**src/rtl/lottery_pkg.sv**
```systemverilog
// Shared types for the lottery matcher: FSM states and prize codes.
package lottery_pkg;

    typedef enum logic [2:0] {
        LOAD   = 3'd0,
        IDLE   = 3'd1,
        ENTRY  = 3'd2,
        RESULT = 3'd3,
        DONE   = 3'd4
    } state_t;

    typedef enum logic [1:0] {
        NONE = 2'b00,
        P1   = 2'b01,
        P2   = 2'b10,
        MISS = 2'b11
    } premio_t;

endpackage

```
**src/rtl/lottery_sat_counter.sv**
```systemverilog
// Saturating up-counter with synchronous clear; clear wins over increment.
module lottery_sat_counter #(
    parameter int W = 5
) (
    input  logic         clock,
    input  logic         reset,
    input  logic         clr_i,
    input  logic         inc_i,
    output logic [W-1:0] count_o
);

    localparam logic [W-1:0] CNT_MAX = '1;

    logic [W-1:0] count_q;
    logic [W-1:0] count_d;

    always_comb begin
        count_d = count_q;
        if (clr_i) begin
            count_d = '0;
        end else if (inc_i && (count_q != CNT_MAX)) begin
            count_d = count_q + 1'b1;
        end
    end

    always_ff @(posedge clock or posedge reset) begin
        if (reset) begin
            count_q <= '0;
        end else begin
            count_q <= count_d;
        end
    end

    assign count_o = count_q;

endmodule

```
**src/rtl/lottery_matcher.sv**
```systemverilog
// Lottery ticket matcher: loads a draw, scores tickets by prefix match, counts prizes.
// The ticket is graded on the edge entering RESULT, so premio/p1/p2 are already updated during the pulse.
module lottery_matcher
    import lottery_pkg::*;
#(
    parameter int N_DIGITS    = 5,
    parameter int DIGIT_W     = 4,
    parameter int P2_MIN      = 3,
    parameter int CNT_W       = 5,
    parameter int MAX_TICKETS = 5
) (
    input  logic               clock,
    input  logic               reset,
    input  logic               draw_we,
    input  logic [DIGIT_W-1:0] draw_digit,
    input  logic               insere,
    input  logic [DIGIT_W-1:0] numero,
    input  logic               fim,
    input  logic               fim_jogo,
    output logic [1:0]         premio,
    output logic               premio_valid,
    output logic [CNT_W-1:0]   p1,
    output logic [CNT_W-1:0]   p2,
    output logic               ready,
    output logic               game_over
);

    localparam int IDX_W  = $clog2(N_DIGITS + 1);
    localparam int AW     = $clog2(N_DIGITS);
    localparam int TCNT_W = $clog2(MAX_TICKETS + 1);

    localparam logic [IDX_W-1:0]  LAST_IDX = IDX_W'(N_DIGITS - 1);
    localparam logic [IDX_W-1:0]  FULL     = IDX_W'(N_DIGITS);
    localparam logic [IDX_W-1:0]  P2_THR   = IDX_W'(P2_MIN);
    localparam logic [TCNT_W-1:0] TMAX     = TCNT_W'(MAX_TICKETS);

    state_t              state_q, state_d;
    logic [IDX_W-1:0]    idx_q, idx_d;
    logic [IDX_W-1:0]    pos_q, pos_d;
    logic [IDX_W-1:0]    hits_q, hits_d;
    logic [TCNT_W-1:0]   tcnt_q, tcnt_d;
    premio_t             premio_q, premio_d;
    logic                end_q, end_d;
    logic [DIGIT_W-1:0]  draw_q [N_DIGITS];

    logic                draw_wr;
    logic [AW-1:0]       draw_wa;
    logic                inc_p1;
    logic                inc_p2;
    logic                clr_cnt;
    logic                hit_now;
    logic [IDX_W-1:0]    hits_ins;
    logic [IDX_W-1:0]    pos_ins;
    logic [IDX_W-1:0]    eval_hits;
    logic                last;
    premio_t             grade_v;

    function automatic premio_t grade(input logic [IDX_W-1:0] h);
        if (h == FULL) begin
            return P1;
        end else if (h >= P2_THR) begin
            return P2;
        end
        return MISS;
    endfunction

    // A digit only scores while the ticket still matches the draw from position 0 onward.
    assign hit_now  = (hits_q == pos_q) && (numero == draw_q[pos_q[AW-1:0]]);
    assign hits_ins = hits_q + IDX_W'(hit_now);
    assign pos_ins  = pos_q + 1'b1;

    always_comb begin
        state_d   = state_q;
        idx_d     = idx_q;
        pos_d     = pos_q;
        hits_d    = hits_q;
        tcnt_d    = tcnt_q;
        premio_d  = premio_q;
        end_d     = end_q;
        draw_wr   = 1'b0;
        draw_wa   = idx_q[AW-1:0];
        inc_p1    = 1'b0;
        inc_p2    = 1'b0;
        clr_cnt   = 1'b0;
        eval_hits = hits_q;
        last      = 1'b0;
        grade_v   = MISS;

        case (state_q)
            LOAD: begin
                if (draw_we) begin
                    draw_wr = 1'b1;
                    if (idx_q == LAST_IDX) begin
                        idx_d   = '0;
                        state_d = IDLE;
                    end else begin
                        idx_d = idx_q + 1'b1;
                    end
                end
            end

            IDLE, ENTRY: begin
                // fim_jogo with no digit in flight in IDLE ends the game without grading.
                if ((state_q == IDLE) && fim_jogo && !insere) begin
                    state_d = DONE;
                end else begin
                    last = fim || fim_jogo;
                    if (fim_jogo) begin
                        end_d = 1'b1;
                    end
                    if (insere) begin
                        eval_hits = hits_ins;
                        hits_d    = hits_ins;
                        pos_d     = pos_ins;
                        state_d   = ENTRY;
                        if (pos_ins == FULL) begin
                            last = 1'b1;
                        end
                    end
                    if (last) begin
                        grade_v  = grade(eval_hits);
                        premio_d = grade_v;
                        inc_p1   = (grade_v == P1);
                        inc_p2   = (grade_v == P2);
                        pos_d    = '0;
                        hits_d   = '0;
                        tcnt_d   = tcnt_q + 1'b1;
                        state_d  = RESULT;
                    end
                end
            end

            RESULT: begin
                end_d = 1'b0;
                if ((tcnt_q == TMAX) || end_q || fim_jogo) begin
                    state_d = DONE;
                end else begin
                    state_d = IDLE;
                end
            end

            DONE: begin
                if (draw_we) begin
                    draw_wr  = 1'b1;
                    draw_wa  = '0;
                    idx_d    = IDX_W'(1);
                    clr_cnt  = 1'b1;
                    tcnt_d   = '0;
                    premio_d = NONE;
                    state_d  = LOAD;
                end
            end

            default: begin
                state_d = LOAD;
            end
        endcase
    end

    always_ff @(posedge clock or posedge reset) begin
        if (reset) begin
            state_q  <= LOAD;
            idx_q    <= '0;
            pos_q    <= '0;
            hits_q   <= '0;
            tcnt_q   <= '0;
            premio_q <= NONE;
            end_q    <= 1'b0;
        end else begin
            state_q  <= state_d;
            idx_q    <= idx_d;
            pos_q    <= pos_d;
            hits_q   <= hits_d;
            tcnt_q   <= tcnt_d;
            premio_q <= premio_d;
            end_q    <= end_d;
        end
    end

    always_ff @(posedge clock or posedge reset) begin
        if (reset) begin
            for (int i = 0; i < N_DIGITS; i++) begin
                draw_q[i] <= '0;
            end
        end else if (draw_wr) begin
            draw_q[draw_wa] <= draw_digit;
        end
    end

    lottery_sat_counter #(.W(CNT_W)) u_p1_cnt (
        .clock   (clock),
        .reset   (reset),
        .clr_i   (clr_cnt),
        .inc_i   (inc_p1),
        .count_o (p1)
    );

    lottery_sat_counter #(.W(CNT_W)) u_p2_cnt (
        .clock   (clock),
        .reset   (reset),
        .clr_i   (clr_cnt),
        .inc_i   (inc_p2),
        .count_o (p2)
    );

    assign premio       = premio_q;
    assign premio_valid = (state_q == RESULT);
    assign ready        = (state_q == IDLE) || (state_q == ENTRY);
    assign game_over    = (state_q == DONE);

endmodule

```
**config.mk**
```make
export PLATFORM = sky130hd
export DESIGN_NAME = lottery_matcher
export DESIGN_NICKNAME = d
export VERILOG_FILES = /design/src/rtl/lottery_pkg.sv /design/src/rtl/lottery_sat_counter.sv /design/src/rtl/lottery_matcher.sv
export SDC_FILE = /design/constraint.sdc
export NUM_CORES = 1
export LEC_CHECK = 0
export BUFFER_PORTS_ARGS = -buffer_cell sky130_fd_sc_hd__buf_2
export CORE_ASPECT_RATIO = 0.8
export CORE_MARGIN = 10
export CORE_UTILIZATION = 55
export DETAILED_ROUTE_END_ITERATION = 8
export HOLD_SLACK_MARGIN = 0.03
export PLACE_DENSITY = 0.76
export SYNTH_ARGS = -nofsm -noshare
export SYNTH_HDL_FRONTEND = slang
export SYNTH_SLANG_ARGS = --single-unit
export TNS_END_PERCENT = 1
```
**constraint.sdc**
```tcl
create_clock -name clock -period 4.6 [get_ports clock]
set_clock_uncertainty 0.2 [all_clocks]
set_input_delay 0.69 -clock clock [delete_from_list [all_inputs] [get_ports clock]]
set_output_delay 0.69 -clock clock [all_outputs]
set_load 0.005 [all_outputs]
```
# Yosys cells after proc, flatten, opt, wreduce, memory -nomap -nowiden
# Cells that the tools add are included.
# totals
romBits	0
mem_count	0
latch_bits	0
inputBits	14
regBits	48
mem_bits_rw	0
# classes
muxes	64
addsub	6
shift	0
bitwise_logic	3
order_cmp	4
n_mul	0
n_reduce_logical	26
n_div	0
n_eq_ne	21
# ops
cell	n
$mux W3	20
$bwmux W20	1
$mux W1	20
$mux W5	4
$mux W2	9
$eq A3 B3 Y1 const B	5
$bmux W4 S3	1
$demux W4 S3	1
$mux W4	3
$ne A2 B2 Y1 const B	6
$pmux W3 S2	2
$pmux W3 S4	1
$reduce_bool A2 Y1	6
$add A5 B1 Y5 const B	2
$ne A5 B5 Y1 const B	2
$add A3 B1 Y3 const B	3
$reduce_and A3 Y1	3
$ge A4 B4 Y1 const B	2
$not A3 Y4	2
$reduce_and A4 Y1	2
$eq A3 B2 Y1 const B	2
$logic_and A1 B1 Y1	6
$eq A4 B4 Y1	1
$logic_or A1 B1 Y1	4
other kinds (15)	16

# Longest topological paths before layout
# Gate-level depths: netlist of run 1.
# logic_depth
depth_word	27
ltp_mapped	13
mapped_depth_nobuf	12

# Hierarchy
# From an unflattened synthesis of run 1, not the netlist that was laid out.
# hier_totals
cells_unflattened	265
area_unflattened_um2	2780.2
# modules_own_cells
mod	instances	area_per_inst_um2	seq_area_each_um2	cells_per_inst
lottery_matcher	1	2257.2	950.9	213
lottery_sat_counter	2	261.5	125.1	26

# Least setup slack after synthesis of run 1
# OpenSTA, ideal clock, no wires.
# synth_path
path_kind	register to register
from	register pos_q[0]
to	register u_p1_cnt.count_q[3], in the netlist u_p1_cnt.count_o[3]
arrival_time_ns	3.512
setup_ns	0.123
path_buffers	1
path_slack_ns	0.765
period_less_slack_ns	3.835
stages_incl_launch_ff	14
cell_sequence	dfrtp_1 -> clkbuf_1 -> mux4_2 -> nor2b_1 -> a41oi_1 -> xnor2_1 -> nor4_1 -> ha_1 -> ha_1 -> mux2_2 -> a2111o_1 -> nor4_4 -> nand4_1 -> mux2i_1
# synth_between
elab_chain_cells	26
word_cells_on_any_way	35
# synth_lines
element	line	text
start, declared	lottery_matcher.sv:39	logic [IDX_W-1:0] pos_q, pos_d;
start signal, assigned	lottery_matcher.sv:172	pos_q <= pos_d;
$not A3 Y4 (not written as such)	lottery_matcher.sv:68	assign hit_now = (hits_q == pos_q) && (numero == draw_q[pos_q[AW-1:0]]);
$bmux W4 S3	lottery_matcher.sv:68	
$mux W4 (not written as such) (2 in series)	lottery_matcher.sv:68	
$eq A4 B4 Y1	lottery_matcher.sv:68	
$logic_and A1 B1 Y1	lottery_matcher.sv:68	
$add A3 B1 Y3	lottery_matcher.sv:69	assign hits_ins = hits_q + IDX_W'(hit_now);
$mux W3	lottery_matcher.sv:111	if (insere) begin
$mux W3	lottery_matcher.sv:104	if ((state_q == IDLE) && fim_jogo && !insere) begin
(+9 left out)	-	
$mux W2	lottery_matcher.sv:104	
$mux W2	lottery_matcher.sv:89	case (state_q)
$eq A2 B1 Y1	lottery_matcher.sv:123	inc_p1 = (grade_v == P1);
$mux W1 (*)	lottery_matcher.sv:120	if (last) begin
$mux W1 (*)	lottery_matcher.sv:104	
$mux W1 (*)	lottery_matcher.sv:89	
$logic_and A1 B1 Y1 (*)	lottery_sat_counter.sv:21	end else if (inc_i && (count_q != CNT_MAX)) begin
$reduce_bool A2 Y1 (no line) (*)	-	
end signal, assigned	lottery_sat_counter.sv:30	count_q <= count_d;
end, declared	lottery_sat_counter.sv:14	logic [W-1:0] count_q;
# Every way passes the cells marked *; elsewhere a longest branch is shown, timed or not. The select of a mux whose other input is x is not followed.
# A chain may end at the register's enable or synchronous reset.

# Final worst setup path of run 1
# layout_path
from	register pos_q[0]
to	register u_p2_cnt.count_q[3], in the netlist u_p2_cnt.count_o[3]
# layout_between
elab_chain_cells	26
word_cells_on_any_way	35
# layout_lines
element	line	text
$not A3 Y4 (not written as such)	lottery_matcher.sv:68	
$bmux W4 S3	lottery_matcher.sv:68	
$mux W4 (not written as such) (2 in series)	lottery_matcher.sv:68	
$eq A4 B4 Y1	lottery_matcher.sv:68	
$logic_and A1 B1 Y1	lottery_matcher.sv:68	
$add A3 B1 Y3	lottery_matcher.sv:69	
$mux W3	lottery_matcher.sv:111	
$mux W3	lottery_matcher.sv:104	
(+9 left out)	-	
$mux W2	lottery_matcher.sv:104	
$mux W2	lottery_matcher.sv:89	
$eq A2 B2 Y1	lottery_matcher.sv:124	inc_p2 = (grade_v == P2);
$mux W1 (*)	lottery_matcher.sv:120	
$mux W1 (*)	lottery_matcher.sv:104	
$mux W1 (*)	lottery_matcher.sv:89	
$logic_and A1 B1 Y1 (*)	lottery_sat_counter.sv:21	
$reduce_bool A2 Y1 (no line) (*)	-	
end signal, assigned	lottery_sat_counter.sv:30	
end, declared	lottery_sat_counter.sv:14	
# Marks and branches as above.

==> results.cfg, run 1 <==
[timing]
hold-worst-slack_ps = 305
tightest_slew_ps = 985
worst_slack_ps = 492
max_freq_ghz = 0.243
min_period_ps = 4110
min_period_over_period = 0.893
fin_tns_setup_ps = 0
rsz0062_at_grt = false
slew_violations = 0
relSlewSlack = 0.342
hold_violations = 0
setup_viol_count_final = 0

[clock_network]
clk_latency_ps = 290
cts_root_buf = clkbuf_8
cts_setup_buffers = 0
cts_tree = done
cts_buffers = 5
path_clk_slew_ps = 90
clock-sinks = 48
hold_buffers = 0
cts.path.max_buffers = 2
cts_resized = 0
h-tree-depth = 2

[global_routing]
overflow = 0
grt_util_all_layers = 0.133
antenna_found_initial = 0
grt_pass1_vias = 1873
grt_max_degree = 49
grt_pass1_wl_um = 8890

[cells_and_area]
drive_gt1_frac = 0.234
areaGrowthSynthToFinish_pct = 12.6
fillCellCount = 363
num_antenna_cells = 0
mostFrequentLayoutCells = dfrtp_1, buf_2, mux2_2
nNetsFinal = 299
final_common_cell = dfrtp_1
final_core_util = 0.644

[pwr]
switching_share = 0.342
power.switching_mw = 0.596
seqPwrFrac = 0.410
ir_drop_v = 0.000352
leakage_nw = 1.38
p_per_area_nw_per_um2 = 586
pwr-share-comb = 0.353
p_int_mw = 1.15
pwr-share-clk = 0.237
power_mw = 1.74

[synth]
synthSimpleGateAreaFrac = 0.157
synth_edf_count = 0
synth_compound_area_frac = 0.134
synthArstFlopShare = 1.00
synth_top_family_by_area = simple AND/OR/NAND/NOR gates
synth_nets = 274
ys_seq_area_frac = 0.454
synth.ff_latch_count = 48
avgSynthCellArea_um2 = 10.7
synth_area_um2 = 2650
yosysUniqueCellTypes = 51
synthAdderAreaFrac = 0.0568
dominantRegCellSynth = dfrtp_1
ys.warnings.count = 0
syn_inst = 248
synth_xor_area_frac = 0.0265
synth_mux_area_frac = 0.143

[placement]
place_congestion = 0.794
port-buffer-count = 28
pre_cts_slack_ps = 488
place_hpwl_um = 3980

[setup_path]
r2r_cells = 11
critPathCapture = u_p2_cnt.count_o[3]$_DFFE_PP0P_
worstReg2RegEnd = u_p2_cnt.count_o[3]$_DFFE_PP0P_
cp.required_ps = 4620
path_cells = mux4_2 -> nor2b_1 -> a41oi_1 -> xnor2_1 -> nor4_1 -> ha_1 -> mux2i_1 -> nor2_1 -> a211o_1 -> or4_1 -> a21oi_1
cp_slowest_cell = dfrtp_1
critPathKind = register to register
cp-end-kind = register
r2r_slack_ps = 490
crit_path_start_kind = register
r2r_start = pos_q[0]$_DFFE_PP0P_
cp_data_arrival_time_ps = 4130
crit_start = pos_q[0]$_DFFE_PP0P_
critPathMaxFanout = 11
cpPeakStageDelay_ps = 640

[floorplan]
rows = 22
dieHeight_um = 82.0
core-area_um2 = 4620
fp.dieArea_um2 = 8000
die_x_um = 97.5
io_pins = 29
start_util = 0.572

[route]
drt-vias-per-instance = 5.90
top_layer = met4
drt-met1-wl_um = 2720
drt_iter0_markers = 141
wl_um = 5390
dr.pass1.iters = 4
drc = 0
wl_met2_um = 2430
final_antenna_net_count = 0
wl_per_cell_um = 16.1
wl_met3_um = 195
num_vias = 1969

[outcome]
status = complete, no violations

[flow_run]
cap_violations = 0

[hold_path]
hold_path.class = register to register
## layout make-up
class / count / area, um2 / share of cell area
Inverter: 9 / 33.8 / 0.0113
Tap cell: 60 / 75.1 / 0.0252
Clock buffer: 5 / 68.8 / 0.0231
Timing Repair Buffer: 28 / 140 / 0.0470
Sequential cell: 48 / 1200 / 0.403
Multi-Input combinational cell: 181 / 1370 / 0.460
Clock inverter: 3 / 90.1 / 0.0302
## how the worst min path moves through the flow
stage                     startpoint               endpoint  slack, ps  cells after the start
2_1_floorplan      end_q$_DFFE_PP0P_      end_q$_DFFE_PP0P_        260                      2
3_5_place_dp   premio[0]$_DFFE_PP0P_  premio[0]$_DFFE_PP0P_        290                      2
6_report       premio[0]$_DFFE_PP0P_  premio[0]$_DFFE_PP0P_        310                      2
5_1_grt        draw_q[0]$_DFFE_PP0P_  draw_q[0]$_DFFE_PP0P_        320                      1
3_3_place_gp       end_q$_DFFE_PP0P_      end_q$_DFFE_PP0P_        280                      2
4_1_cts        premio[0]$_DFFE_PP0P_  premio[0]$_DFFE_PP0P_        310                      2
## metal layers
layer	vias to the layer above	track usage
met3	5	0.0235
met5	-	0
li1	966	-
met1	956	0.181
met4	0	0.0507
met2	42	0.209
## critical path: cells and delay by family (launching register included)
kind | cells | cell delay (ps)
flip-flops | 1 | 640
XOR/XNOR | 1 | 90
multiplexers | 2 | 1000
AND/OR/NAND/NOR | 4 | 1060
adder cells (fa/ha/maj) | 1 | 290
AO/OA/AOI/OAI | 3 | 770
## state kept, by name, indices dropped and copies added, names as in the netlist
register	flops
draw_q	20
u_p2_cnt.count_o	5
end_q	1
state_q	3
pos_q	3
hits_q	3
premio	2
u_p1_cnt.count_o	5
tcnt_q	3
idx_q	3
## metrics by stage
stage | area (um2) | instances
after floorplan | 2650 | 248
after global placement | 2820 | 326
after detailed placement | 2820 | 326
after CTS | 2980 | 334
after global routing | 2980 | 334
final | 2980 | 334
## synthesized netlist by cell type, types with 2 or more instances
cell      instances  area, um2
nor3b_1           2       15.0
a21oi_1          10       50.1
xnor2_1           7       61.3
a21o_1            2       15.0
nor2b_1           4       25.0
nand3b_1          2       15.0
o21ai_0          17       85.1
inv_1             9       33.8
dfrtp_1          48       1200
mux2_2           21        236
nor4b_1           2       17.5
and3_1            2       12.5
buf_1             2       7.51
and2_1            4       25.0
nand3_1          12       60.1
nand2b_1          5       31.3
nor3_1            6       30.0
nand2_1          13       48.8
nor4_1            2       12.5
or4_1             2       15.0
nor2_1           11       41.3
or2_2             2       12.5
buf_2             2       10.0
o22ai_1           2       12.5
clkbuf_1          6       22.5
o31ai_1           6       45.0
ha_1             12        150
mux2i_1          12        120
## power groups by stage
stage               clock network [mW]  logic (mW)  registers (mW)
floorplan                            0       0.525           0.658
global placement                     0       0.597           0.715
detailed placement                   0       0.617           0.719
CTS                              0.418       0.620           0.713
global route                     0.434       0.700           0.736
finish                           0.413       0.616           0.715
## cell families (layout without fill, tap and decap cells)
| kind of cell | after synthesis | after routing |
|---|---|---|
| mux | 34 | 34 |
| flops | 48 | 48 |
| fa+ha+maj | 12 | 12 |
| simple gates | 74 | 74 |
| buf+inv | 19 | 45 |
| compound gates | 53 | 53 |
| xor+xnor | 8 | 8 |
No activity file was read; power rests on OpenSTA's default activity.
==> inputs of run 2 (changes only) <==
--- a/config.mk
+++ b/config.mk
@@ -5,13 +5,14 @@
 export SDC_FILE = /design/constraint.sdc
 export NUM_CORES = 1
 export LEC_CHECK = 0
+export ABC_AREA = 1
 export BUFFER_PORTS_ARGS = -buffer_cell sky130_fd_sc_hd__buf_2
 export CORE_ASPECT_RATIO = 0.8
 export CORE_MARGIN = 10
 export CORE_UTILIZATION = 55
 export DETAILED_ROUTE_END_ITERATION = 8
 export HOLD_SLACK_MARGIN = 0.03
-export PLACE_DENSITY = 0.76
+export PLACE_DENSITY = 0.75
 export SYNTH_ARGS = -nofsm -noshare
 export SYNTH_HDL_FRONTEND = slang
 export SYNTH_SLANG_ARGS = --single-unit
==> results.cfg, run 2 <==
[outcome]
status = complete, no violations

[placement]
place_hpwl_um = 4560
port-buffer-count = 28
dpl.cell_count = 430
placed_cell_area_um2 = 2980
pre_cts_slack_ps = 1550
place_congestion = 0.828

[timing]
relSlewSlack = 0.345
slew_violations = 0
worst_slack_ps = 1480
tightest_slew_ps = 980
fin_tns_setup_ps = 0
hold-worst-slack_ps = 301
max_freq_ghz = 0.320
hold_violations = 0
min_period_ps = 3120
rsz0062_at_grt = false
min_period_over_period = 0.679
setup_viol_count_final = 0

[clock_network]
clk_latency_ps = 300
path_clk_slew_ps = 80
hold_buffers = 0
cts_root_buf = clkbuf_8
clock-sinks = 48
cts_setup_buffers = 0
cts_tree = done
cts_resized = 0
cts_buffers = 5
cts.path.max_buffers = 2
h-tree-depth = 2

[global_routing]
grtUsageMet1 = 0.203
overflow = 0
grt_util_all_layers = 0.147
use_met2 = 0.219
grt.busiest_layer = met2
grtUsageMet3 = 0.0331
grt_max_degree = 49
grt_pass1_vias = 2167
grt_pass1_wl_um = 10200
antenna_found_initial = 0

[synth]
yosysTopAreaCellShare = 0.429
syn_inst = 346
synthAdderAreaFrac = 0.0536
avgSynthCellArea_um2 = 8.09
synth_mux_area_frac = 0
synth_compound_area_frac = 0.0992
synth_area_leader_cell = dfrtp_1
synth_xor_area_frac = 0.0313
synth_commonest_cells = nand2_1, dfrtp_1, nand3_1, inv_1, nor2_1
synth.ff_latch_count = 48
ys_seq_area_frac = 0.429
yosysUniqueCellTypes = 31
synthArstFlopShare = 1.00
synth_area_leaders = dfrtp_1, nand2_1, nand3_1
synth_top_family_by_area = simple AND/OR/NAND/NOR gates
synth_area_um2 = 2800
synth_edf_count = 0
ys.warnings.count = 0
yosysMostFrequentCell = nand2_1
synth_nets = 372
synthSimpleGateAreaFrac = 0.317
dominantRegCellSynth = dfrtp_1

[pwr]
power.switching_mw = 0.760
p_int_mw = 1.03
seqPwrFrac = 0.402
ir_drop_v = 0.000317
p_per_area_nw_per_um2 = 581
switching_share = 0.425
pwr-share-comb = 0.438
pwr-share-clk = 0.160
leakage_nw = 1.64

[route]
dr.pass1.iters = 4
num_vias = 2253
wl_um = 5930
final_antenna_net_count = 0
drt-vias-per-instance = 5.17
drc = 0
wl_per_cell_um = 13.6
drt_iter0_markers = 120

[setup_path]
critPathKind = register to register
critPathMaxFanout = 12
path_cells = inv_1 -> nand2_1 -> nand3_1 -> nand3_1 -> nand2_1 -> nand2_1 -> nand2_1 -> nor2_1 -> nand2_1 -> nor2_1 -> ha_1 -> ha_1 -> nand2_1 -> xor2_1 -> inv_1 -> nor2_1 -> nand2_2 -> nor2_8 -> nand3_1 -> o21ai_1
cp_common_cell = nand2_1
cp.required_ps = 4630
critPathBufInv = 2
cp_top_family = simple AND/OR/NAND/NOR gates
cp_slowest_cell = dfrtp_1
crit_path_start_kind = register
cp-end-kind = register
cpPeakStageDelay_ps = 580
cp_data_arrival_time_ps = 3150

[cells_and_area]
num_antenna_cells = 0
final_common_cell = nand2_1
mostFrequentLayoutCells = nand2_1, dfrtp_1, nand3_1
seq_area_um2 = 1200
largest_reg_flops = 20
multi_input_area_um2 = 1400
drive_gt1_frac = 0.179
nNetsFinal = 401
fillCellCount = 434
instances_no_fill = 436
top_register = draw_q
areaGrowthSynthToFinish_pct = 10.0
final_area_um2 = 3080

[floorplan]
rows = 23
fp.dieArea_um2 = 8360
io_pins = 29
start_util = 0.562
dieHeight_um = 83.8
die_x_um = 99.8
core-area_um2 = 4980

[hold_path]
hold_path.class = register to register

[flow_run]
cap_violations = 0
## run 2: cell count changes in the layout (fill, tap and decap cells not counted), moves of 5 or more
cell | previous run | this run
inv_1 | 8 | 36
mux2_2 | 21 | 0
mux2i_1 | 12 | 0
nand2_1 | 13 | 90
nand2b_1 | 5 | 0
nand3_1 | 12 | 44
nor2_1 | 11 | 21
nor3_1 | 6 | 1
o21ai_1 | 0 | 12
o31ai_1 | 6 | 0
xnor2_1 | 7 | 0
xor2_1 | 1 | 10
## run 2: worst reg2reg max path, cell delays in order, from the launching register on
cell and delay [ps]:
dfrtp_1 580, inv_1 260, nand2_1 110, nand3_1 70
nand3_1 150, nand2_1 70, nand2_1 50, nand2_1 60
nor2_1 80, nand2_1 60, nor2_1 110, ha_1 170
ha_1 130, nand2_1 60, xor2_1 290, inv_1 80
nor2_1 160, nand2_2 110, nor2_8 120, nand3_1 80
o21ai_1 80
## run 2: final cells by class
cell class | instances | share of cell area
Clock buffer | 5 | 0.0223
Sequential cell | 48 | 0.390
Timing Repair Buffer | 28 | 0.0455
Tap cell | 62 | 0.0252
Inverter | 41 | 0.0516
Multi-Input combinational cell | 251 | 0.456
Clock inverter | 1 | 0.00975
## run 2: power by group through the flow
stage	clock, mW	combinational, mW	sequential, mW
3_5_place_dp	0	0.783	0.726
2_1_floorplan	0	0.623	0.685
6_report	0.287	0.783	0.720
3_3_place_gp	0	0.750	0.721
4_1_cts	0.298	0.791	0.718
5_1_grt	0.313	0.901	0.742
## run 2: path summary, 6_finish.rpt
| path | startpoint | endpoint | slack [ps] | cells after the start |
|---|---|---|---|---|
| worst max-delay path | pos_q[0]$_DFFE_PP0P_ | u_p1_cnt.count_o[3]$_DFFE_PP0P_ | 1480 | 20 |
| worst min-delay path | draw_q[2]$_DFFE_PP0P_ | draw_q[2]$_DFFE_PP0P_ | 300 | 2 |
| worst max register to register | pos_q[0]$_DFFE_PP0P_ | u_p1_cnt.count_o[3]$_DFFE_PP0P_ | 1480 | 20 |
| worst min register to register | draw_q[2]$_DFFE_PP0P_ | draw_q[2]$_DFFE_PP0P_ | 300 | 2 |
| max in group asynchronous | reset | draw_q[18]$_DFFE_PP0P_ | 3170 | 2 |
| min in group asynchronous | reset | idx_q[1]$_DFFE_PP0P_ | 410 | 2 |
## run 2: cell families (layout without fill, tap and decap cells)
logic type               Yosys count  in the layout
AND/OR/NAND/NOR                  180            180
AO/OA/AOI/OAI                     49             49
flip-flops                        48             48
buffers and inverters             47             75
adder cells (fa/ha/maj)           12             12
XOR/XNOR                          10             10
## run 2: per-layer routing
layer | wire length [um] | share of wire
met1 | 3090 | 0.52
met5 | 0 | 0
met4 | 63 | 0.011
met2 | 2580 | 0.44
met3 | 185 | 0.031
## run 2: per-stage QoR
stage / utilization / power (mW)
2_1_floorplan: - / 1.31
3_3_place_gp: 0.599 / 1.47
3_5_place_dp: 0.599 / 1.51
4_1_cts: 0.618 / 1.81
5_1_grt: 0.618 / 1.96
6_report: 0.618 / 1.79
